$ cat config.mk
export PLATFORM = sky130hd
export DESIGN_NAME = uart_apb_sequencer_flat
export DESIGN_NICKNAME = d
export VERILOG_FILES = /design/src/rtl/uart_apb_sequencer_if.sv /design/src/rtl/uart_apb_sequencer.sv /design/src/flat_wrapper.sv
export SDC_FILE = /design/constraint.sdc
export NUM_CORES = 1
export LEC_CHECK = 0
export CORE_MARGIN = 2
export CORE_UTILIZATION = 38
export DETAILED_ROUTE_END_ITERATION = 10
export MAX_ROUTING_LAYER = met4
export PLACE_DENSITY_LB_ADDON = 0.05
export SYNTH_ARGS = -nofsm -noshare
export SYNTH_HDL_FRONTEND = slang
export SYNTH_SLANG_ARGS = --single-unit
$ cat constraint.sdc
create_clock -name clk -period 1.6 [get_ports clk]
set_input_delay 0.32 -clock clk [delete_from_list [all_inputs] [get_ports clk]]
set_output_delay 0.32 -clock clk [all_outputs]
set_load 0.01 [all_outputs]
$ cat src/rtl/uart_apb_sequencer_if.sv
// uart_apb_sequencer_if: APB3 signal bundle between the UART sequencer
// (master) and the UART register block on the cfg bus (slave).
interface uart_apb_sequencer_if #(
    parameter int unsigned AddressWidth = 20,
    parameter int unsigned DataWidth    = 32
);
    logic                    presetn;
    logic [AddressWidth-1:0] paddr;
    logic                    pselx;
    logic                    penable;
    logic                    pwrite;
    logic [DataWidth-1:0]    pwdata;
    logic                    pready;
    logic [DataWidth-1:0]    prdata;
    logic                    pslverr;

    modport master (
        output presetn, paddr, pselx, penable, pwrite, pwdata,
        input  pready, prdata, pslverr
    );

    modport slave (
        input  presetn, paddr, pselx, penable, pwrite, pwdata,
        output pready, prdata, pslverr
    );
endinterface

$ cat src/rtl/uart_apb_sequencer.sv
// uart_apb_sequencer: APB3 requester serialising UART register traffic.
// Each service reads STATUS, then issues at most one DATA read (RX) or one
// DATA write (TX); RX and TX alternate when both are possible.
// Optional feature macro: UART_SEQ_TIMEOUT_EN (ACCESS-phase wait limit).
module uart_apb_sequencer #(
    parameter int unsigned               AddressWidth  = 20,
    parameter int unsigned               DataWidth     = 32,
    parameter logic [AddressWidth-1:0]   StatusAddr    = 'h0,
    parameter logic [AddressWidth-1:0]   DataAddr      = 'h4,
    parameter int unsigned               PollDiv       = 1024,
    parameter int unsigned               TimeoutCycles = 256
) (
    input  logic                        clk,
    input  logic                        rst_n,
    uart_apb_sequencer_if.master        apb,
    input  logic                        tx_valid,
    input  logic [7:0]                  tx_data,
    output logic                        tx_ready,
    output logic                        rx_valid,
    output logic [7:0]                  rx_data,
    output logic                        err_o
);
    localparam int unsigned PollW = (PollDiv > 2) ? $clog2(PollDiv) : 1;

    if (PollDiv < 2) begin : g_bad_polldiv
        $error("PollDiv must be at least 2");
    end
    if (TimeoutCycles < 1) begin : g_bad_timeout
        $error("TimeoutCycles must be at least 1");
    end

    typedef enum logic [1:0] {S_IDLE, S_SETUP, S_ACCESS} state_t;
    typedef enum logic [1:0] {OP_STAT, OP_RXRD, OP_TXWR} op_t;

    state_t            state, state_n;
    op_t               op, op_n;
    logic              rr_last_tx, rr_tx_n;
    logic [7:0]        tx_byte, tx_byte_n;
    logic [PollW-1:0]  poll_cnt;
    logic              poll_wrap, poll_pending;
    logic              stat_start, tx_ready_n, rx_valid_n, err_n;
    logic              rx_avail, tx_ok;
    logic              timeout;

    assign apb.presetn = rst_n;
    assign poll_wrap   = (poll_cnt == PollW'(PollDiv - 1));

`ifdef UART_SEQ_TIMEOUT_EN
    localparam int unsigned WaitW = $clog2(TimeoutCycles + 1);
    logic [WaitW-1:0] wait_cnt;

    // Count consecutive ACCESS cycles with pready low.
    always_ff @(posedge clk or negedge rst_n) begin
        if (!rst_n) begin
            wait_cnt <= '0;
        end else if (state != S_ACCESS || apb.pready) begin
            wait_cnt <= '0;
        end else begin
            wait_cnt <= wait_cnt + 1'b1;
        end
    end

    assign timeout = (state == S_ACCESS) && !apb.pready &&
                     (wait_cnt == WaitW'(TimeoutCycles - 1));
`else
    assign timeout = 1'b0;
`endif

    // Free-running poll divider; a tick that lands during a busy transfer
    // stays pending until the next STATUS SETUP.
    always_ff @(posedge clk or negedge rst_n) begin
        if (!rst_n) begin
            poll_cnt     <= '0;
            poll_pending <= 1'b0;
        end else begin
            poll_cnt <= poll_wrap ? '0 : poll_cnt + 1'b1;
            if (poll_wrap) begin
                poll_pending <= 1'b1;
            end else if (stat_start) begin
                poll_pending <= 1'b0;
            end
        end
    end

    // FSM state, current op, round-robin memory and latched TX byte.
    always_ff @(posedge clk or negedge rst_n) begin
        if (!rst_n) begin
            state      <= S_IDLE;
            op         <= OP_STAT;
            rr_last_tx <= 1'b1;
            tx_byte    <= '0;
        end else begin
            state      <= state_n;
            op         <= op_n;
            rr_last_tx <= rr_tx_n;
            tx_byte    <= tx_byte_n;
        end
    end

    // Registered completion pulses and received byte.
    always_ff @(posedge clk or negedge rst_n) begin
        if (!rst_n) begin
            tx_ready <= 1'b0;
            rx_valid <= 1'b0;
            err_o    <= 1'b0;
            rx_data  <= '0;
        end else begin
            tx_ready <= tx_ready_n;
            rx_valid <= rx_valid_n;
            err_o    <= err_n;
            if (rx_valid_n) begin
                rx_data <= apb.prdata[7:0];
            end
        end
    end

    // Next-state logic: STATUS result chains straight into the data SETUP.
    always_comb begin
        state_n    = state;
        op_n       = op;
        rr_tx_n    = rr_last_tx;
        tx_byte_n  = tx_byte;
        stat_start = 1'b0;
        tx_ready_n = 1'b0;
        rx_valid_n = 1'b0;
        err_n      = 1'b0;
        rx_avail   = apb.prdata[0];
        tx_ok      = tx_valid & ~apb.prdata[1];
        case (state)
            S_IDLE: begin
                if (tx_valid || poll_pending) begin
                    state_n    = S_SETUP;
                    op_n       = OP_STAT;
                    stat_start = 1'b1;
                end
            end
            S_SETUP: state_n = S_ACCESS;
            S_ACCESS: begin
                if (timeout) begin
                    state_n = S_IDLE;
                    err_n   = 1'b1;
                end else if (apb.pready) begin
                    state_n = S_IDLE;
                    err_n   = apb.pslverr;
                    case (op)
                        OP_STAT: begin
                            if (!apb.pslverr) begin
                                if (rx_avail && tx_ok) begin
                                    state_n = S_SETUP;
                                    if (rr_last_tx) begin
                                        op_n    = OP_RXRD;
                                        rr_tx_n = 1'b0;
                                    end else begin
                                        op_n      = OP_TXWR;
                                        rr_tx_n   = 1'b1;
                                        tx_byte_n = tx_data;
                                    end
                                end else if (rx_avail) begin
                                    state_n = S_SETUP;
                                    op_n    = OP_RXRD;
                                end else if (tx_ok) begin
                                    state_n   = S_SETUP;
                                    op_n      = OP_TXWR;
                                    tx_byte_n = tx_data;
                                end
                            end
                        end
                        OP_RXRD: rx_valid_n = ~apb.pslverr;
                        OP_TXWR: tx_ready_n = tx_valid;
                        default: ;
                    endcase
                end
            end
            default: state_n = S_IDLE;
        endcase
    end

    // APB outputs decoded from state/op; everything is zero in S_IDLE.
    always_comb begin
        apb.pselx   = (state != S_IDLE);
        apb.penable = (state == S_ACCESS);
        apb.paddr   = '0;
        apb.pwrite  = 1'b0;
        apb.pwdata  = '0;
        if (state != S_IDLE) begin
            apb.paddr  = (op == OP_STAT) ? StatusAddr : DataAddr;
            apb.pwrite = (op == OP_TXWR);
            if (op == OP_TXWR) begin
                apb.pwdata = {{(DataWidth-8){1'b0}}, tx_byte};
            end
        end
    end
endmodule

$ cat src/flat_wrapper.sv
// flat-port wrapper written by rule: the top's interface ports become plain ports
module uart_apb_sequencer_flat 
#(
    parameter int unsigned               AddressWidth  = 20,
    parameter int unsigned               DataWidth     = 32,
    parameter logic [AddressWidth-1:0]   StatusAddr    = 'h0,
    parameter logic [AddressWidth-1:0]   DataAddr      = 'h4,
    parameter int unsigned               PollDiv       = 1024,
    parameter int unsigned               TimeoutCycles = 256
)
  (clk, rst_n, tx_valid, tx_data, tx_ready, rx_valid, rx_data, err_o, apb_presetn, apb_paddr, apb_pselx, apb_penable, apb_pwrite, apb_pwdata, apb_pready, apb_prdata, apb_pslverr);
  uart_apb_sequencer_if #(.AddressWidth(AddressWidth), .DataWidth(DataWidth)) apb_i ();
  input  logic clk;
  input  logic rst_n;
  input  logic tx_valid;
  input  logic [7:0] tx_data;
  output logic tx_ready;
  output logic rx_valid;
  output logic [7:0] rx_data;
  output logic err_o;
  output wire logic [$bits(apb_i.presetn)-1:0] apb_presetn;
  output wire logic [$bits(apb_i.paddr)-1:0] apb_paddr;
  output wire logic [$bits(apb_i.pselx)-1:0] apb_pselx;
  output wire logic [$bits(apb_i.penable)-1:0] apb_penable;
  output wire logic [$bits(apb_i.pwrite)-1:0] apb_pwrite;
  output wire logic [$bits(apb_i.pwdata)-1:0] apb_pwdata;
  input wire logic [$bits(apb_i.pready)-1:0] apb_pready;
  input wire logic [$bits(apb_i.prdata)-1:0] apb_prdata;
  input wire logic [$bits(apb_i.pslverr)-1:0] apb_pslverr;
  assign apb_presetn = apb_i.presetn;
  assign apb_paddr = apb_i.paddr;
  assign apb_pselx = apb_i.pselx;
  assign apb_penable = apb_i.penable;
  assign apb_pwrite = apb_i.pwrite;
  assign apb_pwdata = apb_i.pwdata;
  assign apb_i.pready = apb_pready;
  assign apb_i.prdata = apb_prdata;
  assign apb_i.pslverr = apb_pslverr;
  uart_apb_sequencer #(.AddressWidth(AddressWidth), .DataWidth(DataWidth), .StatusAddr(StatusAddr), .DataAddr(DataAddr), .PollDiv(PollDiv), .TimeoutCycles(TimeoutCycles)) u_core (.clk(clk), .rst_n(rst_n), .apb(apb_i), .tx_valid(tx_valid), .tx_data(tx_data), .tx_ready(tx_ready), .rx_valid(rx_valid), .rx_data(rx_data), .err_o(err_o));
endmodule
After elaboration in Yosys (flattened, before gate mapping). Cells that the tools add are included.

Bits in registers: 35. Input port bits: 45. Word-level logic and storage cells: 78.

$add $sub $neg: 1. Eq/ne operators: 12. Mux-type cells: 40. Bitwise logic cells: 3. Reduce and logical (&&, ||, !) cells: 12.

Operators by type and width (number): $mux W8 (6); $mux W2 (14); $mux W20 (1); $mux W1 (15); $add A10 B1 Y10 const B (1); $eq A10 B10 Y1 const B (1); $mux W10 (1); $ne A2 B1 Y1 const B (4); $reduce_bool A2 Y1 (4); $reduce_and A7 Y1 (1); $pmux W2 S3 (1); $reduce_and A6 Y1 (1); $reduce_and A5 Y1 (1); $eq A2 B1 Y1 const B (2); $eq A2 B2 Y1 const B (2); $logic_not A2 Y1 (2); $ne A2 B2 Y1 const B (2); $ne A4 B1 Y1 const B (1); $pmux W2 S2 (1); $mux W3 (1); $not A1 Y1 (2); $reduce_and A2 Y1 (1); $and A1 B1 Y1 (1); $logic_and A1 B1 Y1 (1); $logic_or A1 B1 Y1 (1).

Longest topological paths before layout. Gate-level depths: netlist (run 1).

Depth in word-level cells: 9. Depth in mapped cells: 4. Depth with buffers taken out: 4.

Worst setup path before layout (run 1). OpenSTA, ideal clock, no wires.

Path kind: reg-to-output. From: register u_core.op[0]. To: output apb_pwdata[0]. Data arrival time: 1076 ps. Path slack: 204 ps. Stages on the path, launching flop included: 3. Cell sequence: dfrtp_1 > nor3b_2 > and2_1.

Word-level cells in the longest chain between the ends: 3.

Ends and longest elaborated chain: from (decl) (RTL line uart_apb_sequencer.sv:36) `op_t op, op_n;`; from (signal assigned) (RTL line uart_apb_sequencer.sv:94) `op <= op_n;`; $eq A2 B2 Y1 (RTL line uart_apb_sequencer.sv:188) `if (op == OP_TXWR) begin`; $mux W8 (RTL line uart_apb_sequencer.sv:188); $mux W8 (RTL line uart_apb_sequencer.sv:185) `if (state != S_IDLE) begin`; to (decl) (RTL line flat_wrapper.sv:26) `output wire logic [$bits(apb_i.pwdata)-1:0] apb_pwdata;`.

No other way between the ends.

Worst setup path in the final report (run 1).
From: register u_core.state[1]. To: output apb_pwdata[5].

Word-level cells in the longest chain between the ends: 2.

Ends and longest elaborated chain: from (decl) (RTL line uart_apb_sequencer.sv:35) `state_t state, state_n;`; from (signal assigned) (RTL line uart_apb_sequencer.sv:93) `state <= state_n;`; $reduce_bool A2 Y1 (RTL line uart_apb_sequencer.sv:185); $mux W8 (RTL line uart_apb_sequencer.sv:185).

No other way between the ends.

==> impl_metrics.xml, run 1 <==
<?xml version="1.0" encoding="UTF-8"?>
<metrics>
  <group name="run_status">
    <metric name="result_of_the_run" unit="">complete, but fails checks</metric>
    <metric name="violations_in_the_final_reports" unit="">negative setup slack</metric>
  </group>
  <group name="floorplanning">
    <metric name="coreArea" unit="sq mm">0.00475</metric>
    <metric name="rows" unit="">25</metric>
    <metric name="die_width" unit="um">74.4</metric>
    <metric name="fp.dieH" unit="um">74.4</metric>
    <metric name="dieArea" unit="sq mm">0.00553</metric>
    <metric name="floorplan.io_pins" unit="">112</metric>
    <metric name="initial_core_util" unit="">0.396</metric>
  </group>
  <group name="sta">
    <metric name="min_period" unit="ns">1.76</metric>
    <metric name="final.setup.tns" unit="ns">-0.960</metric>
    <metric name="holdWs" unit="ns">0.494</metric>
    <metric name="max_freq" unit="MHz">569</metric>
    <metric name="worst_clock_skew" unit="ns">0.0108</metric>
    <metric name="period_share" unit="">1.10</metric>
    <metric name="slew_viol_final" unit="">0</metric>
    <metric name="rsz0062_at_grt" unit="">yes</metric>
    <metric name="setup_viol" unit="">10</metric>
    <metric name="finalHoldViolations" unit="">0</metric>
    <metric name="final_worst_setup_slack" unit="ns">-0.157</metric>
  </group>
  <group name="worst_setup_path">
    <metric name="cp_data_required_time" unit="ns">1.28</metric>
    <metric name="reg2reg_slack" unit="ns">0.08</metric>
    <metric name="rr_worst_depth" unit="">4</metric>
    <metric name="end_kind" unit="">output pin</metric>
    <metric name="cp_slowest_stage_delay" unit="ns">0.42</metric>
    <metric name="startpoint_type" unit="">flop</metric>
    <metric name="worstReg2RegEnd" unit="">u_core.tx_byte[4]</metric>
    <metric name="crit_slowest_cell" unit="">sky130_fd_sc_hd__dfrtp_1</metric>
    <metric name="endpoint_arrival_time_on_the_critical_path" unit="ns">1.44</metric>
    <metric name="worst-setup-path-type" unit="">reg -&gt; out</metric>
    <metric name="crit_chain" unit="">nor2_4, buf_6, nor3b_4, buf_4, and2_1, buf_2</metric>
    <metric name="critical_path.max_fanout" unit="">3</metric>
    <metric name="worst_r2r_startpoint" unit="">u_core.op[0]</metric>
  </group>
  <group name="grt">
    <metric name="groute.usage.overall" unit="">0.148</metric>
    <metric name="grt_first_pass_wirelength" unit="mm">6.02</metric>
    <metric name="grt_antenna_before_repair" unit="">0</metric>
    <metric name="first_global_vias" unit="">1281</metric>
    <metric name="pin_count_of_the_biggest_net_entering_global_routing" unit="">36</metric>
    <metric name="globalRoute.totalOverflow" unit="">0</metric>
  </group>
  <group name="cells_and_area">
    <metric name="multi_input_comb_area" unit="sq um">862</metric>
    <metric name="syn2layout_area_growth" unit="%">33.6</metric>
    <metric name="drive_above_1_share" unit="">0.298</metric>
    <metric name="final_area" unit="sq mm">0.00251</metric>
    <metric name="nFillCells" unit="">454</metric>
    <metric name="final-seq-area" unit="sq um">878</metric>
    <metric name="antenna_cells" unit="">0</metric>
    <metric name="finish.net_count" unit="">283</metric>
  </group>
  <group name="clock_tree">
    <metric name="insertion_delay" unit="ns">0.28</metric>
    <metric name="cts.htree.levels" unit="">2</metric>
    <metric name="tritoncts" unit="">done</metric>
    <metric name="cts.sinks" unit="">35</metric>
    <metric name="cts_root_buf" unit="">sky130_fd_sc_hd__clkbuf_8</metric>
    <metric name="max-clock-path-buffers" unit="">2</metric>
    <metric name="tritoncts.num_buffers" unit="">5</metric>
    <metric name="clock_pin_transition_on_the_worst_setup_and_hold_timing_paths" unit="ns">0.07</metric>
  </group>
  <group name="routing">
    <metric name="residual_antenna_violating_net_count_after_detailed_routing" unit="">0</metric>
    <metric name="totalWireLength" unit="mm">3.86</metric>
    <metric name="initialDrtViolationCount" unit="">53</metric>
    <metric name="route.detailed.drc" unit="">0</metric>
    <metric name="avgViaCountPerCell" unit="">4.35</metric>
    <metric name="route.vias.total" unit="">1326</metric>
    <metric name="drt_first_pass_iters" unit="">4</metric>
    <metric name="routedWlPerCell" unit="um">12.7</metric>
  </group>
  <group name="synthesis">
    <metric name="synth.avg_cell_area" unit="sq um">11.3</metric>
    <metric name="synth_largest_area_cell" unit="">sky130_fd_sc_hd__dfrtp_1</metric>
    <metric name="synth-edff-count" unit="">0</metric>
    <metric name="synthArstFlopShare" unit="">1.00</metric>
    <metric name="synth_flop_cell" unit="">sky130_fd_sc_hd__dfrtp_1</metric>
    <metric name="ys_top_cells_by_area" unit="">sky130_fd_sc_hd__dfrtp_1 (45%), sky130_fd_sc_hd__buf_4 (18%), sky130_fd_sc_hd__mux2_2 (10%)</metric>
    <metric name="synth.ff_latch_count" unit="">35</metric>
    <metric name="synth.yosys.warnings" unit="">0</metric>
    <metric name="yosys.area.top_type_share" unit="">0.452</metric>
    <metric name="synth_seq_area_share" unit="">0.466</metric>
    <metric name="yosys-top-cells-count" unit="">sky130_fd_sc_hd__buf_4 (45), sky130_fd_sc_hd__dfrtp_1 (34), sky130_fd_sc_hd__mux2_2 (17)</metric>
    <metric name="most_instantiated_library_cell_after_synthesis" unit="">sky130_fd_sc_hd__buf_4</metric>
    <metric name="synth.cell_area" unit="sq mm">0.00188</metric>
    <metric name="synth.lib_cells_used.distinct" unit="">35</metric>
    <metric name="syn_inst" unit="">167</metric>
  </group>
  <group name="placement">
    <metric name="place.gp.congestion" unit="">0.788</metric>
    <metric name="detailedPlacementHpwl" unit="mm">2.83</metric>
    <metric name="io_buffer_count" unit="">44</metric>
    <metric name="placed_cell_area" unit="sq mm">0.00232</metric>
  </group>
  <group name="job">
    <metric name="cap_violations" unit="">0</metric>
  </group>
  <group name="power">
    <metric name="power_density" unit="mW/mm^2">1150</metric>
    <metric name="p_leak" unit="nW">1.21</metric>
    <metric name="fin_total_pwr" unit="mW">2.89</metric>
    <metric name="peakVddDrop" unit="mV">0.605</metric>
  </group>
  <group name="worst_hold_path">
    <metric name="hold-path-cell-count" unit="">1</metric>
    <metric name="worst_hold_path_type" unit="">reg -&gt; reg</metric>
    <metric name="min-delay-start" unit="">u_core.poll_pending</metric>
    <metric name="worst_hold_path.endpoint" unit="">u_core.poll_pending</metric>
  </group>
</metrics>
[layout by cell type (no fill, tap or decap), types with 4 or more instances in the layout]
| master | netlist | routed |
|---|---|---|
| sky130_fd_sc_hd__buf_4 | 45 | 16 |
| sky130_fd_sc_hd__nor2_1 | 8 | 6 |
| sky130_fd_sc_hd__conb_1 | 1 | 43 |
| sky130_fd_sc_hd__o21ai_0 | 4 | 4 |
| sky130_fd_sc_hd__inv_1 | 5 | 5 |
| sky130_fd_sc_hd__mux2_2 | 17 | 17 |
| sky130_fd_sc_hd__clkbuf_8 | 0 | 5 |
| sky130_fd_sc_hd__buf_2 | 0 | 6 |
| sky130_fd_sc_hd__xnor2_1 | 4 | 4 |
| sky130_fd_sc_hd__nand3_1 | 7 | 7 |
| sky130_fd_sc_hd__clkdlybuf4s50_1 | 0 | 31 |
| sky130_fd_sc_hd__dfrtp_1 | 34 | 33 |
| sky130_fd_sc_hd__and2_4 | 0 | 5 |
| sky130_fd_sc_hd__and2_1 | 9 | 4 |
| sky130_fd_sc_hd__buf_6 | 0 | 10 |
[report_power, final]
group	total (mW)	internal, mW	switching (mW)	leakage, nW
clock network	0.594	0.309	0.285	0.0395
registers	1.23	1.10	0.129	0.456
logic	1.07	0.617	0.453	0.711
total	2.89	2.03	0.866	1.21
[registers in the layout, summed over array words and instances (netlist names)]
name,cells
u_core.err_o,1
u_core.tx_byte,8
u_core.tx_ready,1
u_core.rx_data,8
u_core.op,2
u_core.state,2
u_core.poll_cnt,10
u_core.rx_valid,1
u_core.poll_pending,1
u_core.rr_last_tx,1
[kinds of logic (layout without fill, tap and decap cells)]
group | count (synthesis) | in the layout | share of synthesized area
AO/OA/AOI/OAI | 11 | 11 | 0.0386
buffers and inverters | 50 | 78 | 0.189
adder cells (fa/ha/maj) | 1 | 1 | 0.00665
multiplexers | 17 | 17 | 0.102
XOR/XNOR | 6 | 6 | 0.0279
flip-flops | 35 | 35 | 0.466
AND/OR/NAND/NOR | 46 | 47 | 0.168
other | 1 | 43 | 0.00199
[critical path, delay by kind of cell (launching register included)]
| kind | cells | cell delay [ns] |
|---|---|---|
| flip-flops | 1 | 0.42 |
| buffers and inverters | 3 | 0.39 |
| AND/OR/NAND/NOR | 3 | 0.36 |
[what timing repair did]
item	CTS	global route
setup endpoints to repair	21	12
gates resized for setup	54	16
endpoints found under the hold margin	0	0
pin swaps	5	6
hold buffers	0	0
gates cloned	1	0
setup buffers	7	2
[stage by stage]
stage | instances | utilization | worst slack (ns)
finish | 305 | 0.529 | -0.157
global route | 305 | 0.529 | -0.203
CTS | 304 | 0.522 | -0.175
detailed placement | 288 | 0.489 | -0.334
global placement | 288 | 0.489 | -0.317
floorplan | 209 | - | 0.204
[worst max path at each step]
stage | start | to | cells past startpoint
6_report | u_core.state[1] | apb_pwdata[5] | 6
4_1_cts | u_core.state[0] | apb_pwdata[4] | 6
2_1_floorplan | u_core.op[0] | apb_pwdata[0] | 2
5_1_grt | u_core.state[1] | apb_pwdata[5] | 6
3_3_place_gp | u_core.state[1] | apb_pwdata[6] | 4
3_5_place_dp | u_core.state[1] | apb_pwdata[6] | 4
[per-layer routing]
layer | vias to the layer above | wire length, um | global-route usage
li1 | 624 | - | -
met1 | 639 | 1500 | 0.175
met2 | 58 | 2080 | 0.255
met3 | 5 | 253 | 0.0285
met4 | 0 | 36 | 0.0417
met5 | - | 0 | -
[final cells by class]
cell class,count,share of cell area
Clock buffer,8,0.0318
Tap cell,67,0.0333
Multi-Input combinational cell,125,0.343
Sequential cell,35,0.349
Timing Repair Buffer,65,0.235
Inverter,5,0.00746
(Power assumes the default switching activity.)
==> run 2: changes to the inputs <==
--- a/config.mk
+++ b/config.mk
@@ -10,6 +10,7 @@
 export DETAILED_ROUTE_END_ITERATION = 10
 export MAX_ROUTING_LAYER = met4
 export PLACE_DENSITY_LB_ADDON = 0.05
+export SLEW_MARGIN = 20
 export SYNTH_ARGS = -nofsm -noshare
 export SYNTH_HDL_FRONTEND = slang
 export SYNTH_SLANG_ARGS = --single-unit
==> results of run 2 <==
Final layout, timing and power as in run 1 (identical DEF).
==> run 3: changes to the inputs <==
--- a/config.mk
+++ b/config.mk
@@ -8,6 +8,7 @@
 export CORE_MARGIN = 2
 export CORE_UTILIZATION = 38
 export DETAILED_ROUTE_END_ITERATION = 10
+export GPL_ROUTABILITY_DRIVEN = 0
 export MAX_ROUTING_LAYER = met4
 export PLACE_DENSITY_LB_ADDON = 0.05
 export SLEW_MARGIN = 20
==> results of run 3 <==
Final layout, timing and power as in run 1 (identical DEF).
